[src/rtl/uart_pkt_rx_if.sv]
// Byte-strobe input and packet valid/ready output bundle of the UART packet deframer.
// The slave modport is the deframer's view; the master modport is the byte source plus the packet consumer.
interface uart_pkt_rx_if #(
    parameter int MAX_LEN = 16
);
    logic [7:0]           RX_DATA;
    logic                 RX_RECV;
    logic [7:0]           PKT_CMD;
    logic [7:0]           PKT_LEN;
    logic [8*MAX_LEN-1:0] PKT_DATA;
    logic                 PKT_VALID;
    logic                 PKT_READY;
    logic                 ERR_LEN;
    logic                 ERR_TIMEOUT;
    logic                 ERR_OVERRUN;

    modport master (
        output RX_DATA, RX_RECV, PKT_READY,
        input  PKT_CMD, PKT_LEN, PKT_DATA, PKT_VALID, ERR_LEN, ERR_TIMEOUT, ERR_OVERRUN
    );

    modport slave (
        input  RX_DATA, RX_RECV, PKT_READY,
        output PKT_CMD, PKT_LEN, PKT_DATA, PKT_VALID, ERR_LEN, ERR_TIMEOUT, ERR_OVERRUN
    );
endinterface

[src/rtl/uart_pkt_rx.sv]
// UART receive deframer: buffers single-byte strobes in a small FIFO and parses
// FF, CMD, LEN, DATA[LEN] frames into packets presented on a valid/ready handshake.
module uart_pkt_rx #(
    parameter int FIFO_DEPTH     = 4,
    parameter int MAX_LEN        = 16,
    parameter int TIMEOUT_CYCLES = 50000
) (
    input logic         CLK,
    input logic         RST,
    uart_pkt_rx_if.slave bus
);
    localparam int PTR_W = $clog2(FIFO_DEPTH);
    localparam int PW    = 8 * MAX_LEN;
    localparam int TO_W  = $clog2(TIMEOUT_CYCLES + 1);

    typedef enum logic [2:0] {HUNT, CMD, LEN, DATA, OUT} state_t;

    state_t            state, state_nxt;
    logic [7:0]        mem [FIFO_DEPTH];
    logic [PTR_W:0]    wr_ptr, rd_ptr;
    logic [7:0]        cmd_q, cmd_nxt;
    logic [7:0]        len_q, len_nxt;
    logic [7:0]        cnt_q, cnt_nxt;
    logic [PW-1:0]     pay_q, pay_nxt;
    logic [TO_W-1:0]   to_q, to_nxt;
    logic              empty, full, pop, push;
    logic              err_len, err_to;
    logic [7:0]        byte_rd;

    // The extra pointer bit distinguishes full from empty when the index bits match.
    assign empty   = (wr_ptr == rd_ptr);
    assign full    = (wr_ptr[PTR_W] != rd_ptr[PTR_W]) &&
                     (wr_ptr[PTR_W-1:0] == rd_ptr[PTR_W-1:0]);
    assign pop     = !empty && (state != OUT);
    assign push    = bus.RX_RECV && (!full || pop);
    assign byte_rd = mem[rd_ptr[PTR_W-1:0]];

    always_comb begin
        state_nxt = state;
        cmd_nxt   = cmd_q;
        len_nxt   = len_q;
        cnt_nxt   = cnt_q;
        pay_nxt   = pay_q;
        to_nxt    = to_q;
        err_len   = 1'b0;
        err_to    = 1'b0;

        case (state)
            HUNT: if (pop && byte_rd == 8'hFF) state_nxt = CMD;
            CMD: if (pop) begin
                cmd_nxt   = byte_rd;
                state_nxt = LEN;
            end
            LEN: if (pop) begin
                len_nxt = byte_rd;
                pay_nxt = '0;
                cnt_nxt = 8'd0;
                if ({24'd0, byte_rd} > MAX_LEN) begin
                    err_len   = 1'b1;
                    state_nxt = HUNT;
                end else if (byte_rd == 8'd0) begin
                    state_nxt = OUT;
                end else begin
                    state_nxt = DATA;
                end
            end
            DATA: if (pop) begin
                pay_nxt = (pay_q << 8) | PW'(byte_rd);
                cnt_nxt = cnt_q + 8'd1;
                if (cnt_q + 8'd1 == len_q) state_nxt = OUT;
            end
            OUT: if (bus.PKT_READY) state_nxt = HUNT;
            default: state_nxt = HUNT;
        endcase

        // Inside a frame, a non-popping cycle means the FIFO is empty, so the line has gone quiet.
        if (state == HUNT || state == OUT || pop) begin
            to_nxt = '0;
        end else if (to_q == TO_W'(TIMEOUT_CYCLES - 1)) begin
            err_to    = 1'b1;
            to_nxt    = '0;
            state_nxt = HUNT;
        end else begin
            to_nxt = to_q + TO_W'(1);
        end
    end

    always_ff @(posedge CLK) begin
        if (RST) begin
            state  <= HUNT;
            wr_ptr <= '0;
            rd_ptr <= '0;
            cmd_q  <= 8'd0;
            len_q  <= 8'd0;
            cnt_q  <= 8'd0;
            pay_q  <= '0;
            to_q   <= '0;
        end else begin
            state <= state_nxt;
            cmd_q <= cmd_nxt;
            len_q <= len_nxt;
            cnt_q <= cnt_nxt;
            pay_q <= pay_nxt;
            to_q  <= to_nxt;
            if (push) wr_ptr <= wr_ptr + (PTR_W+1)'(1);
            if (pop)  rd_ptr <= rd_ptr + (PTR_W+1)'(1);
        end
    end

    always_ff @(posedge CLK) begin
        if (push) mem[wr_ptr[PTR_W-1:0]] <= bus.RX_DATA;
    end

    // Combinational pulses are masked while reset is held so every output reads 0 in reset.
    assign bus.PKT_VALID   = (state == OUT) && !RST;
    assign bus.PKT_CMD     = cmd_q;
    assign bus.PKT_LEN     = len_q;
    assign bus.PKT_DATA    = pay_q;
    assign bus.ERR_LEN     = err_len && !RST;
    assign bus.ERR_TIMEOUT = err_to && !RST;
    assign bus.ERR_OVERRUN = bus.RX_RECV && full && !pop && !RST;
endmodule

[src/flat_wrapper.sv]
// flat-port wrapper written by rule: the top's interface ports become plain ports
module uart_pkt_rx_flat 
#(
    parameter int FIFO_DEPTH     = 4,
    parameter int MAX_LEN        = 16,
    parameter int TIMEOUT_CYCLES = 50000
)
  (CLK, RST, bus_RX_DATA, bus_RX_RECV, bus_PKT_READY, bus_PKT_CMD, bus_PKT_LEN, bus_PKT_DATA, bus_PKT_VALID, bus_ERR_LEN, bus_ERR_TIMEOUT, bus_ERR_OVERRUN);
  uart_pkt_rx_if #(.MAX_LEN(MAX_LEN)) bus_i ();
  input logic CLK;
  input logic RST;
  input wire logic [$bits(bus_i.RX_DATA)-1:0] bus_RX_DATA;
  input wire logic [$bits(bus_i.RX_RECV)-1:0] bus_RX_RECV;
  input wire logic [$bits(bus_i.PKT_READY)-1:0] bus_PKT_READY;
  output wire logic [$bits(bus_i.PKT_CMD)-1:0] bus_PKT_CMD;
  output wire logic [$bits(bus_i.PKT_LEN)-1:0] bus_PKT_LEN;
  output wire logic [$bits(bus_i.PKT_DATA)-1:0] bus_PKT_DATA;
  output wire logic [$bits(bus_i.PKT_VALID)-1:0] bus_PKT_VALID;
  output wire logic [$bits(bus_i.ERR_LEN)-1:0] bus_ERR_LEN;
  output wire logic [$bits(bus_i.ERR_TIMEOUT)-1:0] bus_ERR_TIMEOUT;
  output wire logic [$bits(bus_i.ERR_OVERRUN)-1:0] bus_ERR_OVERRUN;
  assign bus_i.RX_DATA = bus_RX_DATA;
  assign bus_i.RX_RECV = bus_RX_RECV;
  assign bus_i.PKT_READY = bus_PKT_READY;
  assign bus_PKT_CMD = bus_i.PKT_CMD;
  assign bus_PKT_LEN = bus_i.PKT_LEN;
  assign bus_PKT_DATA = bus_i.PKT_DATA;
  assign bus_PKT_VALID = bus_i.PKT_VALID;
  assign bus_ERR_LEN = bus_i.ERR_LEN;
  assign bus_ERR_TIMEOUT = bus_i.ERR_TIMEOUT;
  assign bus_ERR_OVERRUN = bus_i.ERR_OVERRUN;
  uart_pkt_rx #(.FIFO_DEPTH(FIFO_DEPTH), .MAX_LEN(MAX_LEN), .TIMEOUT_CYCLES(TIMEOUT_CYCLES)) u_core (.CLK(CLK), .RST(RST), .bus(bus_i));
endmodule
[config.mk]
export PLATFORM = sky130hd
export DESIGN_NAME = uart_pkt_rx_flat
export DESIGN_NICKNAME = d
export VERILOG_FILES = /design/src/rtl/uart_pkt_rx_if.sv /design/src/rtl/uart_pkt_rx.sv /design/src/flat_wrapper.sv
export SDC_FILE = /design/constraint.sdc
export NUM_CORES = 1
export LEC_CHECK = 0
export ABC_AREA = 1
export CAP_MARGIN = 20
export CORE_ASPECT_RATIO = 0.8
export CORE_MARGIN = 2
export CORE_UTILIZATION = 24
export CTS_CLUSTER_DIAMETER = 50
export DETAILED_ROUTE_END_ITERATION = 10
export MAX_ROUTING_LAYER = met4
export SYNTH_ARGS = -nofsm -noshare
export SYNTH_HDL_FRONTEND = slang
export SYNTH_SLANG_ARGS = --single-unit
[constraint.sdc]
create_clock -name CLK -period 2.1 [get_ports CLK]
set_clock_uncertainty 0.15 [all_clocks]
set_input_delay 0.42 -clock CLK [delete_from_list [all_inputs] [get_ports CLK]]
set_output_delay 0.42 -clock CLK [all_outputs]
set_load 0.01 [all_outputs]
Yosys cells after proc, flatten, opt, wreduce, memory -nomap -nowiden
Memories as Yosys holds them, arrays and structs flattened. A register that Yosys moved wholly into a read port is not among the register bits. Cells that the tools add are included.

Output and inout port bits: 148. RAM bits: 32. Memories kept: 1. Word-level logic and storage cells: 78. Input bits: 12. Flip-flop bits (word level): 177.

Add/sub/neg operators: 4. Reductions and logical operators: 24. Bitwise gates (word level): 1. $lt $le $gt $ge: 1. Multiplexer cells: 26. Equal/unequal tests: 13.

Memories: u_core.mem (depth 4, bits a word 8, rd ports 1, clocked after memory_dff 1, wr ports 1, line uart_pkt_rx.sv:19) `logic [7:0] mem [FIFO_DEPTH];`.

Operator list (count): two-way mux 128 bit (2); one-hot mux 128 bit (2 select lines) (1); bitwise OR 128 x 8 -> 128 bit (1); two-way mux 3 bit (10); adder 16 x 1 -> 16 bit (second input constant) (1); == test 16 bit (second input constant) (1); two-way mux 8 bit (2); one-hot mux 8 bit (2 select lines) (1); one-hot mux 3 bit (5 select lines) (1); logical AND 1 bit (10); adder 8 x 1 -> 8 bit (second input constant) (1); == test 8 bit (1); == test 8 bit (second input constant) (1); greater-than comparator 8 x 5 -> 1 bit (second input constant) (1); logical NOT 8 bit (1); two-way mux 1 bit (7); adder 3 x 1 -> 3 bit (second input constant) (2); == test 3 x 2 -> 1 bit (second input constant) (2); logical NOT 1 bit (4); two-way mux 2 bit (2); inequality test 2 x 1 -> 1 bit (second input constant) (2); AND reduction 2 bit (2); == test 3 x 1 -> 1 bit (second input constant) (1); == test 3 bit (1); 9 further kinds (11).

Logic depth before layout (Yosys ltp)
Gate-level depths: netlist of run 1.

Word-level depth: 8. Depth in mapped cells: 16. Gate-level depth less buffers: 14.

Least setup slack after synthesis of run 1
Ideal clock, no wire load.

Path kind: register to output. Start point: register (tool-made name). End point: output port bus_ERR_LEN. Stages on the path, launching flop included: 12. Path slack: 0.245 ns. Arrival: 1.285 ns. Required time: 1.530 ns. Cell sequence: dfxtp_1 -> buf_6 -> inv_4 -> buf_6 -> nand2_2 -> nand3_1 -> nand2_2 -> nand2_2 -> nor2_4 -> nand2_1 -> nand2_2 -> nor3_1.

RTL lines: end: declaration (line flat_wrapper.sv:19) `output wire logic [$bits(bus_i.ERR_LEN)-1:0] bus_ERR_LEN;`.

==> key figures, run 1 <==
Status
  • Outcome: finished, violations left
  • Failing checks: negative setup slack

Clock network
  • Worst-path clk slew: 0.06 ns
  • Clock Sinks: 211
  • Cts hold-fix bufs: 0
  • CTS tree: yes
  • Max Buffers Root-to-Sink: 3
  • Clock Latency Late Sink: 0.54 ns
  • Number of CTS-inserted buffers: 27
  • H-tree depth: 1
  • CTS Root Cell: clkbuf_16

STA
  • Minimum clock period: 2.48 ns
  • RSZ-0062 raised after global routing: yes
  • Hold WS: 0.146 ns
  • Slew Viols, Final: 0
  • Setup ws final: -0.384 ns
  • Max Freq: 403 MHz
  • Max transition margin: 44.0%
  • Worst-Margin Slew: 0.836 ns
  • Final critical-path share of the clock period: 118%
  • Final setup vio count: 2
  • Final hold viol count: 0

Global routing
  • Initial antenna violation count: 0
  • GRT Total Usage: 13.3%
  • Total gr overflow: 0
  • Largest net degree at the start of global routing: 73
  • First-pass GRT wire length: 37500 microns
  • Number of global-route vias before repair: 7212

Setup path
  • Critical-path maximum fanout: 6
  • Critical path buffers and inverters: 2
  • Worst setup EP type: output port
  • Most frequent CP cell: nand2_2
  • Setup CP Type: flip-flop to output port
  • Worst path required time: 1.53 ns
  • CP arrival: 1.91 ns
  • CP startpoint kind: flip-flop
  • Worst path cell trace: buf_8 -> nand2_2 -> nand3_2 -> nand2_2 -> nand2_2 -> nor2_2 -> nand2_2 -> nand2_4 -> nor3_4 -> buf_2
  • R2r startpoint: u_core.rd_ptr[0]$_SDFFE_PP0P_
  • Reg2reg setup slack: 0.12 ns
  • Cell family with most CP delay: simple AND/OR/NAND/NOR gates
  • Max incr delay on CP: 0.40 ns
  • Slowest-stage cell, CP: dfxtp_4

Cells and area
  • Non-Filler Instances: 1700
  • Ant. Diodes: 0
  • Synth-to-layout area growth: 47.1%
  • Final nets: 1264
  • Final core utilization: 36.0%
  • Area of the multi-input gates: 3490 sq um
  • Share of layout cells above drive strength 1: 20.5%
  • Layout filler cell count: 3452
  • Commonest non-fill, non-tap cells in the layout: nand2_1 (340), a21oi_1 (164), dfxtp_1 (159)
  • Register area: 4570 sq um
  • Commonest non-fill, non-tap cell in the layout: nand2_1

Synth
  • #FFs+latches synth: 211
  • Async set or reset register ratio after synthesis: 0%
  • Sequential fraction of the synthesis area: 55.0%
  • Total nets after synthesis: 1041
  • Post-synth EDFFs: 32
  • Syn_area_per_cell: 8.09 sq um
  • Cell area after synthesis: 8270 sq um
  • Dominant synthesized flop cell: dfxtp_1
  • Yosys cell types: 39
  • Synthesis Warnings: 0
  • Cells after Synth: 1022

Hold path
  • Hold Crit Class: input pin to flip-flop
  • Worst Hold Launch: RST

Routing
  • Drt first-iter violations: 408
  • DRT Pass-1 Iters: 5
  • ANT nets after route: 0
  • Final WL: 24300 microns
  • Wirelength per Cell: 14.3 microns
  • DRC Markers: 0
  • Vias: 7454
  • Via density: 4.38

Floorplan
  • Core Rows: 60
  • Initial Util: 24.5%
  • Core Box Area: 33800 sq um
  • Die width: 212 microns
  • Die Ht: 170 microns
  • Top Ports: 160
  • Die area: 36000 sq um

Placed design
  • Hpwl dp: 16400 microns
  • RD Place Congestion: 0.791
  • IO buf count: 159
  • Post-Place Cells: 1627

Power and ir drop
  • VDD IR max: 0.000556 V
  • Overall power: 0.0115 W
  • Power per cell area: 945 nW/um^2
  • Leakage dissipation: 4.83 nW

Job
  • Max_cap viols: 0
repair_timing:
item                       CTS  global route
setup endpoints to repair   23            58
cloned                       0             1
setup buffers               14            13
pin swaps                   12            39
resized for setup           65            83
where the power goes:
| part | switching, W | total, W | internal [W] |
|---|---|---|---|
| sequential | 0.000126 | 0.00439 | 0.00426 |
| combinational | 0.00127 | 0.00218 | 0.000911 |
| clock | 0.00189 | 0.00492 | 0.00304 |
| total | 0.00328 | 0.0115 | 0.00821 |
metal layers:
| layer | part of all wire [%] | up-vias | global-route usage, % | wire length, microns |
|---|---|---|---|---|
| met4 | 2.5 | 0 | 3.95 | 601 |
| met5 | 0 | - | - | 0 |
| met2 | 46 | 170 | 21.2 | 11100 |
| met1 | 46 | 3456 | 17.2 | 11200 |
| li1 | - | 3791 | - | - |
| met3 | 5.4 | 37 | 2.66 | 1320 |
path summary, 6_finish.rpt:
check,end,cells after the start
min reg2reg,u_core.bus.PKT_DATA[126]$_SDFFE_PP0P_,2
max,bus_ERR_LEN,10
max reg2reg,u_core.bus.PKT_DATA[4]$_SDFFE_PP0P_,11
min,u_core.bus.PKT_DATA[6]$_SDFFE_PP0P_,3
state kept, by name, summed over array words and instances, names as in the netlist, named ones only:
register and flops:
u_core.bus.PKT_DATA 128, u_core.mem 32, u_core.to_q 16, u_core.bus.PKT_CMD 8, u_core.bus.PKT_LEN 8, u_core.cnt_q 8, u_core.rd_ptr 3, u_core.state 3
u_core.wr_ptr 3
synth_stat cells, types with 3 or more instances:
master	instances	area, sq um
nand2_1	365	1370
dfxtp_1	179	3580
a21oi_1	164	821
inv_1	42	158
nand3_1	39	195
edfxtp_1	32	961
nor2_1	32	120
o21ai_0	24	120
clkbuf_1	18	67.6
nand2_2	15	93.8
buf_2	14	70.1
nor2_2	11	68.8
buf_4	10	75.1
inv_2	10	37.5
nand3_2	8	80.1
buf_1	7	26.3
ha_1	7	87.6
nand4_1	7	43.8
nor3_1	5	25.0
buf_6	3	33.8
nor3b_1	3	22.5
xor2_1	3	26.3
kinds of logic after synthesis:
group	count (synthesis)	share of synthesized area, %
compound gates	196	12.0
xor+xnor	5	0.530
fa+ha+maj	7	1.06
buf+inv	106	5.81
flops	211	55.0
simple gates	497	25.6
layout make-up:
class	count	share of cell area, %
Clock buffer	29	5.70
Sequential cell	211	37.6
Tap cell	434	4.47
Clock inverter	21	2.16
Timing Repair Buffer	246	19.6
Inverter	54	1.79
Multi-Input combinational cell	705	28.7
worst min-delay path, stage by stage:
cell and delay (ns):
buf_4 0.17, buf_4 0.16, a21oi_1 0.04
through the flow:
stage | worst slack (ns) | area (sq um) | TNS, ns
4_1_cts | -0.368 | 11800 | -1.00
3_3_place_gp | -0.366 | 10700 | -3.32
2_1_floorplan | 0.245 | 8270 | 0
5_1_grt | -0.473 | 12200 | -1.10
6_report | -0.384 | 12200 | -0.711
3_5_place_dp | -0.444 | 10700 | -3.27
Power figures use the tool's default switching activity.
==> run 2: changes to the inputs <==
- CTS_CLUSTER_SIZE: not set -> 12
- PLACE_DENSITY_LB_ADDON: not set -> 0.3
- TNS_END_PERCENT: not set -> 5
==> key figures, run 2 (same netlist as run 1, synthesis figures left out) <==
Hold path
  • Worst Hold Launch: RST
  • Hold Crit Class: input pin to flip-flop
  • Hold endpoint: u_core.bus.PKT_DATA[14]$_SDFFE_PP0P_
  • Hold Path Stages: 3 (unchanged)

Floorplan
  • Top Ports: 160 (unchanged)
  • Core Box Area: 33800 sq um (unchanged)
  • Initial Util: 24.5% (unchanged)
  • Core Rows: 60 (unchanged)
  • Die Ht: 170 microns (unchanged)
  • Die area: 36000 sq um (unchanged)
  • Die width: 212 microns (unchanged)

STA
  • Max transition margin: 65.1% (+21 points)
  • Setup_tns: -0.542 ns (+0.169 ns)
  • Hold WS: 0.265 ns (+0.119 ns)
  • Final hold viol count: 0 (unchanged)
  • Slew Viols, Final: 0 (unchanged)
  • RSZ-0062 raised after global routing: yes
  • Max Freq: 416 MHz (+3.3%)
  • Worst-Margin Slew: 0.524 ns (-0.312 ns)
  • Final critical-path share of the clock period: 114% (-3.8 points)
  • Final setup vio count: 3 (+1)
  • Minimum clock period: 2.40 ns (-0.0802 ns)
  • Setup ws final: -0.304 ns (+0.0802 ns)

Power and ir drop
  • Overall power: 0.0108 W (-5.8%)
  • Leakage dissipation: 4.42 nW (-8.3%)
  • Power per cell area: 923 nW/um^2 (-2.4%)
  • VDD IR max: 0.000543 V (-2.3%)

Clock network
  • Clock Latency Late Sink: 0.54 ns (about the same)
  • Number of CTS-inserted buffers: 27 (unchanged)
  • Cts hold-fix bufs: 0 (unchanged)
  • CTS Root Cell: clkbuf_16
  • Clock Sinks: 211 (unchanged)
  • Max Buffers Root-to-Sink: 3 (unchanged)
  • H-tree depth: 1 (unchanged)
  • Worst-path clk slew: 0.06 ns (about the same)
  • CTS tree: yes

Routing
  • Drt first-iter violations: 420 (+2.9%)
  • DRC Markers: 0 (unchanged)
  • Wirelength per Cell: 14.0 microns (-2.0%)
  • Via density: 4.34 (-1.0%)
  • Vias: 7310 (-1.9%)
  • DRT Pass-1 Iters: 5 (unchanged)
  • ANT nets after route: 0 (unchanged)
  • Final WL: 23600 microns (-2.9%)

Setup path
  • Setup CP Type: flip-flop to output port
  • Critical-path maximum fanout: 4 (-2)
  • Worst path required time: 1.53 ns (about the same)
  • Worst R2R Path Depth: 12 (+1)
  • Reg2reg setup slack: 0.14 ns (+0.02 ns)
  • CP startpoint kind: flip-flop
  • Reg2reg end: u_core.to_q[3]$_SDFF_PP0_
  • CP arrival: 1.83 ns (-0.08 ns)
  • Worst setup EP type: output port
  • R2r startpoint: u_core.to_q[1]$_SDFF_PP0_

Global routing
  • Total gr overflow: 0 (unchanged)
  • First-pass GRT wire length: 37200 microns (-0.85%)
  • GRT Total Usage: 13.3% (-0.074 points)
  • Initial antenna violation count: 0 (unchanged)
  • Largest net degree at the start of global routing: 67 (-8.2%)
  • Number of global-route vias before repair: 6943 (-3.7%)

Placed design
  • RD Place Congestion: 0.802 (+1.4%)
  • Hpwl dp: 16400 microns (+0.35%)
  • Setup slack after placement: -0.359 ns (+0.0851 ns)
  • Post-DP Area: 10700 sq um (+0.42%)
  • IO buf count: 159 (unchanged)

Cells and area
  • Layout filler cell count: 3517 (+1.9%)
  • Final nets: 1250 (-1.1%)
  • Register area: 4560 sq um (-0.33%)
  • Max reg flops: 128 (unchanged)
  • Area of the multi-input gates: 3330 sq um (-4.4%)
  • Synth-to-layout area growth: 41.9%
  • Ant. Diodes: 0 (unchanged)
  • Share of layout cells above drive strength 1: 15.9% (-4.6 points)
  • Commonest non-fill, non-tap cells in the layout: nand2_1 (361), dfxtp_1 (169), a21oi_1 (164)
  • Design area: 11700 sq um (-3.5%)
  • Commonest non-fill, non-tap cell in the layout: nand2_1

Status
  • Outcome: finished, violations left
  • Failing checks: negative setup slack

Job
  • Max_cap viols: 0 (unchanged)
==> run 2: how the worst max path moves through the flow <==
stage / from / to / slack [ns]
2_1_floorplan: flip-flop / bus_ERR_LEN / 0.25
3_3_place_gp: flip-flop / bus_ERR_LEN / -0.33
3_5_place_dp: flip-flop / bus_ERR_LEN / -0.36
4_1_cts: flip-flop / bus_ERR_LEN / -0.34
5_1_grt: flip-flop / bus_ERR_LEN / -0.41
6_report: flip-flop / bus_ERR_LEN / -0.30
==> run 2: power by group <==
part | internal, W | switching, W
sequential | 0.00426 | 0.000117
clock | 0.00273 | 0.00181
combinational | 0.000794 | 0.00112
total | 0.00778 | 0.00305
==> run 2: final cells by class <==
cell class | count | area share (%)
clock buffers | 32 | 6.19
clock inverters | 16 | 1.33
inverters | 54 | 1.81
multi-input cells | 705 | 28.4
flip-flops and latches | 211 | 38.9
well taps | 434 | 4.63
repair buffers | 232 | 18.8
==> run 2: layer usage <==
metal  track usage [%]  wire (microns)  share of wire [%]
met1              17.7           11500                 49
met2              20.5           10500                 45
met3              2.53            1060                4.5
met4              3.74             558                2.4
met5                 -               0                  0
==> run 2: stage by stage <==
step / utilization [%] / std cells
2_1_floorplan: - / 1022
3_3_place_gp: 31.7 / 1633
3_5_place_dp: 31.7 / 1633
4_1_cts: 34.5 / 1684
5_1_grt: 34.7 / 1684
6_report: 34.7 / 1684
==> run 2: repair_timing <==
item,in CTS,in global routing
buffers inserted,3,0
gates cloned,0,0
endpoints found under the setup margin,24,23
gates resized for setup,53,25
pin swaps,8,2
==> run 2: worst max-delay path, cell delays in order (launching register included) <==
cell	delay [ns]
dfxtp_4	0.39
buf_4	0.14
nand2_1	0.05
nand3_1	0.10
nand2_1	0.08
nand2_1	0.08
nor2_2	0.04
nand2_1	0.06
nand2_2	0.06
nor3_2	0.14
buf_2	0.16
==> run 3: changes to the inputs <==
- RECOVER_POWER: not set -> 50
- TNS_END_PERCENT: 5 -> 1
==> key figures, run 3 (same netlist as run 1, synthesis figures left out) <==
Status
  • Outcome: finished, violations left
  • Failing checks: negative setup slack

Floorplan
  • Core Box Area: 33800 sq um (unchanged)
  • Top Ports: 160 (unchanged)
  • Die Ht: 170 microns (unchanged)
  • Initial Util: 24.5% (unchanged)
  • Core Rows: 60 (unchanged)
  • Die width: 212 microns (unchanged)
  • Die area: 36000 sq um (unchanged)

STA
  • Setup_tns: -0.556 ns (-0.0143 ns)
  • Max Freq: 416 MHz (about the same)
  • RSZ-0062 raised after global routing: yes
  • Slew Viols, Final: 0 (unchanged)
  • Final critical-path share of the clock period: 114% (about the same)
  • Max transition margin: 65.6% (+0.56 points)
  • Minimum clock period: 2.40 ns (-0.000788 ns)
  • Setup ws final: -0.303 ns (+0.000788 ns)
  • Final hold viol count: 0 (unchanged)
  • Worst-Margin Slew: 0.512 ns (-0.0118 ns)
  • Final setup vio count: 4 (+1)

Cells and area
  • Layout filler cell count: 3540 (+0.65%)
  • Area of the multi-input gates: 3300 sq um (-0.94%)
  • Synth-to-layout area growth: 40.5%
  • Final nets: 1250 (unchanged)
  • Commonest non-fill, non-tap cell in the layout: nand2_1
  • Share of layout cells above drive strength 1: 15.1% (-0.80 points)
  • Commonest non-fill, non-tap cells in the layout: nand2_1 (363), dfxtp_1 (169), a21oi_1 (164)
  • Register area: 4560 sq um (unchanged)
  • Ant. Diodes: 0 (unchanged)
  • Non-Filler Instances: 1684 (unchanged)
  • Max reg flops: 128 (unchanged)

Clock network
  • CTS Root Cell: clkbuf_16
  • Number of CTS-inserted buffers: 27 (unchanged)
  • H-tree depth: 1 (unchanged)
  • Clock Latency Late Sink: 0.54 ns (about the same)
  • Max Buffers Root-to-Sink: 3 (unchanged)
  • CTS tree: yes
  • Clock Sinks: 211 (unchanged)
  • Worst-path clk slew: 0.06 ns (about the same)

Setup path
  • Worst path cell trace: buf_4 -> nand2_1 -> nand3_1 -> nand2_1 -> nand2_1 -> nor2_2 -> nand2_1 -> nand2_2 -> nor3_2 -> buf_2
  • Max incr delay on CP: 0.39 ns (about the same)
  • Critical-path maximum fanout: 4 (unchanged)
  • Cell family with most CP delay: simple AND/OR/NAND/NOR gates
  • Most frequent CP cell: nand2_1
  • Worst path required time: 1.53 ns (about the same)
  • Setup CP Type: flip-flop to output port
  • CP startpoint kind: flip-flop
  • CP arrival: 1.83 ns (about the same)
  • Critical path buffers and inverters: 2 (unchanged)
  • Slowest-stage cell, CP: dfxtp_4
  • Worst setup EP type: output port

Power and ir drop
  • Leakage dissipation: 4.17 nW (-5.8%)
  • Clock power frac: 42.1% (+0.2 points)
  • Power per cell area: 929 nW/um^2 (+0.63%)
  • Combinational power share: 17.3% (-0.4 points)
  • Overall power: 0.0108 W (-0.38%)
  • Switching Share: 28.1% (about the same)
  • Int Pwr: 0.00775 W (-0.36%)
  • VDD IR max: 0.000540 V (-0.60%)
  • Sequential power share: 40.6% (+0.2 points)
  • Psw: 0.00304 W (-0.43%)

Routing
  • Final WL: 23600 microns (about the same)
  • DRT Pass-1 Iters: 6 (+1)
  • Vias: 7316 (+0.082%)
  • Via density: 4.34 (about the same)
  • ANT nets after route: 0 (unchanged)
  • Drt first-iter violations: 416 (-0.95%)
  • DRC Markers: 0 (unchanged)
  • Wirelength per Cell: 14.0 microns (about the same)

Placed design
  • IO buf count: 159 (unchanged)
  • Post-Place Cells: 1633 (unchanged)
  • Setup slack after placement: -0.359 ns (unchanged)
  • RD Place Congestion: 0.802 (unchanged)
  • Hpwl dp: 16400 microns (unchanged)

Global routing
  • GRT Total Usage: 13.3% (unchanged)
  • First-pass GRT wire length: 37200 microns (unchanged)
  • Largest net degree at the start of global routing: 67 (unchanged)
  • Number of global-route vias before repair: 6943 (unchanged)
  • Initial antenna violation count: 0 (unchanged)
  • Total gr overflow: 0 (unchanged)

Hold path
  • Hold Crit Class: input pin to flip-flop

Job
  • Max_cap viols: 0 (unchanged)
run 3: cell count changes in the layout (fill, tap and decap cells not counted), moves of 6 or more:
cell             previous run  this run
clkdlybuf4s50_1           127       119
dlymetal6s2s_1             12         0
clkbuf_1                    3        11
dlygate4sd3_1               0         8
clkdlybuf4s25_1             0         6
run 3: worst paths after layout:
path                                    startpoint                               endpoint  slack [ns]  depth (start not counted)
max reg2reg          u_core.rd_ptr[1]$_SDFFE_PP0P_             u_core.state[0]$_SDFF_PP0_       -0.01                         13
max                                      flip-flop                            bus_ERR_LEN       -0.30                         10
min reg2reg  u_core.bus.PKT_DATA[123]$_SDFFE_PP0P_  u_core.bus.PKT_DATA[123]$_SDFFE_PP0P_        0.31                          2
min                                            RST   u_core.bus.PKT_DATA[14]$_SDFFE_PP0P_        0.26                          3
run 3: area by class of cell:
cell class              count  share of cell area [%]
clock buffers              32                    6.25
well taps                 434                    4.68
clock inverters            16                    1.35
inverters                  54                    1.81
repair buffers            232                    18.2
flip-flops and latches    211                    39.3
multi-input cells         705                    28.4
run 3: routing by layer:
| metal | up-vias | track usage [%] | wire length [microns] |
|---|---|---|---|
| met5 | - | - | 0 |
| met4 | 0 | 3.74 | 558 |
| met3 | 40 | 2.53 | 1120 |
| met2 | 154 | 20.5 | 10500 |
| met1 | 3373 | 17.7 | 11400 |
| li1 | 3749 | - | - |
run 3: worst register-to-register path, cell delays in order, from the launching register on:
cell and delay, ns:
dfxtp_1 0.35, inv_1 0.06, nand2_1 0.06, nand2_1 0.07
nand3_2 0.11, clkbuf_1 0.26, nand2_1 0.20, inv_2 0.15
nand3_1 0.09, nor2_2 0.11, nand3_1 0.08, nand2_1 0.11
nand3_1 0.08, and2_1 0.13
run 3: power by group through the flow:
stage	Combinational (W)	Sequential (W)	Clock, W
floorplan	0.00103	0.00444	0
global placement	0.00189	0.00445	0
detailed placement	0.00190	0.00445	0
CTS	0.00192	0.00437	0.00468
global route	0.00208	0.00439	0.00486
finish	0.00187	0.00437	0.00454
run 3: stage by stage:
step | utilization (%) | cell area, sq um | hold WS, ns
after global routing | 34.4 | 11600 | 0.241
after global placement | 31.7 | 10700 | 0.302
after CTS | 34.5 | 11700 | 0.225
after detailed placement | 31.7 | 10700 | 0.306
after floorplan | - | 8270 | 0.267
final | 34.4 | 11600 | 0.262
run 3: what timing repair did:
item                                    4_1_cts  5_1_grt
endpoints found under the setup margin       24       23
setup buffers                                 3        0
pin swaps                                     8        2
gates resized for setup                      53       25
hold buffers                                  0        0
==> RTL change (settings of run 2) <==
Encoding of `state_t`: now Gray code (3 bits for 5 states).
--- a/src/rtl/uart_pkt_rx.sv
+++ b/src/rtl/uart_pkt_rx.sv
@@ -13,7 +13,7 @@
     localparam int PW    = 8 * MAX_LEN;
     localparam int TO_W  = $clog2(TIMEOUT_CYCLES + 1);
 
-    typedef enum logic [2:0] {HUNT, CMD, LEN, DATA, OUT} state_t;
+    typedef enum logic [2:0] {HUNT = 3'b000, CMD = 3'b001, LEN = 3'b011, DATA = 3'b010, OUT = 3'b110} state_t;
 
     state_t            state, state_nxt;
     logic [7:0]        mem [FIFO_DEPTH];
Function: same outputs for any inputs over 4 cycles, from zero or initial values and one cycle with RST high; so few cycles prove little.
==> RTL change against run 2 <==
  * The flow still finishes with violations (negative setup slack)
  * Total power down 2.3%
  * Routed wire length up 3.1%
  * Sequential cell count unchanged
  * Final area up 2.2%
  * Synthesized area about the same
  * Worst setup slack worse by 130 ps
  * Synthesized cell count about the same
  * Critical path depth up 1
  * Largest power group unchanged
  * Highest routed layer unchanged
==> RTL change: results (changes against run 2) <==
Outcome
The flow ran to the end, but the final reports show violations. The checks that failed: negative setup slack.

Finish
The number of flip-flops in the largest register was 128 (unchanged). The post-layout net count is 1268 (+1.4%). The ratio of cells with drive above 1 in the final layout is 0.168 (+0.00905). The total inserted antenna cells is 0 (unchanged).

Synth
The count of unique library cells instantiated by Yosys is 35 (-10%). Yosys attributes the largest share of cell area to sky130_fd_sc_hd__dfxtp_1 (43%), sky130_fd_sc_hd__nand2_1 (17%), sky130_fd_sc_hd__edfxtp_1 (12%). The number of synthesis warnings is 0 (unchanged). The number of enable flip-flop cells after synthesis was 32 (unchanged). By count the netlist is led by sky130_fd_sc_hd__nand2_1 (370), sky130_fd_sc_hd__dfxtp_1 (179), sky130_fd_sc_hd__a21oi_1 (167). The post-synthesis async set-or-reset flop share is 0 (unchanged).

The library cell occupying the most area in the post-synthesis netlist is sky130_fd_sc_hd__dfxtp_1. The post-synthesis sequential area ratio is 0.549 (about the same). The synthesized netlist net count came to 1042 (+0.096%).

Clock network
The clock latency of the later-clocked register in the worst-skew pair is 540 ps (about the same). The number of CTS-inserted buffers was 27 (unchanged). The clock transition at the registers of the reported paths is 60 ps (about the same). The root buffer cell is sky130_fd_sc_hd__clkbuf_16. The deepest level of the CTS H-tree is 1 (unchanged). The buffer depth of the longest clock path is 3 (unchanged).

Setup path
The largest stage delay on the critical path is 360 ps (-30 ps). The element type at the critical path start is a flip-flop. The largest individual stage delay along the critical path comes from the cell sky130_fd_sc_hd__dfxtp_4. The maximum fanout along the worst path came to 8 (+4). The kind of cell with the highest combined delay on the critical path is simple AND/OR/NAND/NOR gates. The arrival time at the worst endpoint is 1960 ps (+130 ps).

Global routing
The wire length of the first global-routing pass is 38400 µm (+3.3%). The largest net degree at the start of global routing is 140 (+110%). The via count of the first global-routing pass is 7136 (+2.8%). The total routing usage reported by global routing is 0.136 (+0.00320). The number of antenna violations at the first check in global routing is 0 (unchanged).

Timing
The slew at the pin closest to its max-slew limit is 642 ps (+117 ps). The final worst-path setup slack came to -430 ps (-126 ps). The count of endpoints failing setup in the final report is 3 (unchanged).

Power
The peak supply drop is 0.000469 V (-14%). The leakage power summed over all cells is 5.06 nW (+14%). The net switching power of the design is 2.73 mW (-10%). The part of the power in the clock network is 0.451 (+0.032).

Routing
The number of design-rule violations left by the first detailed-router iteration came to 465 (+11%). The ratio of routed vias to standard cells was 4.35 (+0.24%). The detail-routed net length per standard cell came to 14.3 µm (+2.1%). The count of TritonRoute iterations in the first routing pass is 4 (-1).

Placed design
The total placed instance area is 10800 µm² (+0.30%). The routability congestion estimate came to 0.855 (+6.7%). The half-perimeter wire length after detailed placement came to 16200 µm (-1.2%). The count of input and output buffers is 159 (unchanged).

Hold path
The startpoint of the most critical hold path is u_core.bus.PKT_DATA[123]. The class of the worst hold path is flip-flop to flip-flop.
RTL change: layout make-up:
type / instances / area, µm²
multi-input combinational: 701 / 3320
timing repair buffer: 250 / 2420
sequential: 211 / 4550
inverter: 57 / 229
clock buffer: 31 / 712
clock inverter: 15 / 208
timing repair inverter: 1 / 11.3
tap: 434 / 543
fill: 3503 / 21800
RTL change: power by group through the flow:
stage,clock network (mW),logic (mW),registers [mW]
after floorplan,0,0.655,4.29
after global placement,0,1.24,4.30
after detailed placement,0,1.24,4.30
after CTS,4.93,1.56,4.21
after global routing,5.12,1.72,4.23
final,4.77,1.58,4.23
RTL change: worst paths after layout:
check	endpoint	slack (ps)	depth (start not counted)
worst max-delay path	bus_ERR_LEN	-430	11
worst min-delay path	u_core.bus.PKT_DATA[123]	310	2
worst min register to register	u_core.bus.PKT_DATA[123]	310	2
worst max register to register	u_core.state[0]	130	13
RTL change: worst min-delay path: cells and delay by family, from the launching register on:
kind | cells | cell delay, ps
AO/OA/AOI/OAI | 1 | 50
flip-flops | 1 | 310
AND/OR/NAND/NOR | 1 | 60
RTL change: repair_timing:
item / CTS / global route
endpoints found under the setup margin: 30 / 48
pin swaps: 6 / 10
setup buffers: 17 / 5
cloned: 1 / 1
resized for setup: 62 / 66
RTL change: stage by stage:
step	TNS, ps	setup slack (ps)	utilization	instances	power [mW]
6_report	-853	-430	0.355	1700	10.6
3_3_place_gp	-917	-480	0.318	1641	5.54
5_1_grt	-1190	-527	0.355	1700	11.1
3_5_place_dp	-952	-501	0.318	1641	5.54
4_1_cts	-1930	-483	0.351	1705	10.7
2_1_floorplan	0	181	-	1023	4.94
RTL change: cells by family after synthesis:
group | count (synthesis) | synth area share
flops | 211 | 0.549
buf+inv | 111 | 0.0658
xor+xnor | 5 | 0.00529
fa+ha+maj | 7 | 0.0106
compound gates | 196 | 0.120
simple gates | 493 | 0.249
RTL change: routing by layer:
metal | track usage | vias to the layer above | routed length (µm) | part of all wire
met5 | - | - | 0 | 0
met4 | 0.0312 | 0 | 454 | 0.019
met3 | 0.0476 | 33 | 1890 | 0.078
met2 | 0.192 | 166 | 9990 | 0.41
met1 | 0.185 | 3420 | 12000 | 0.49
li1 | - | 3778 | - | -
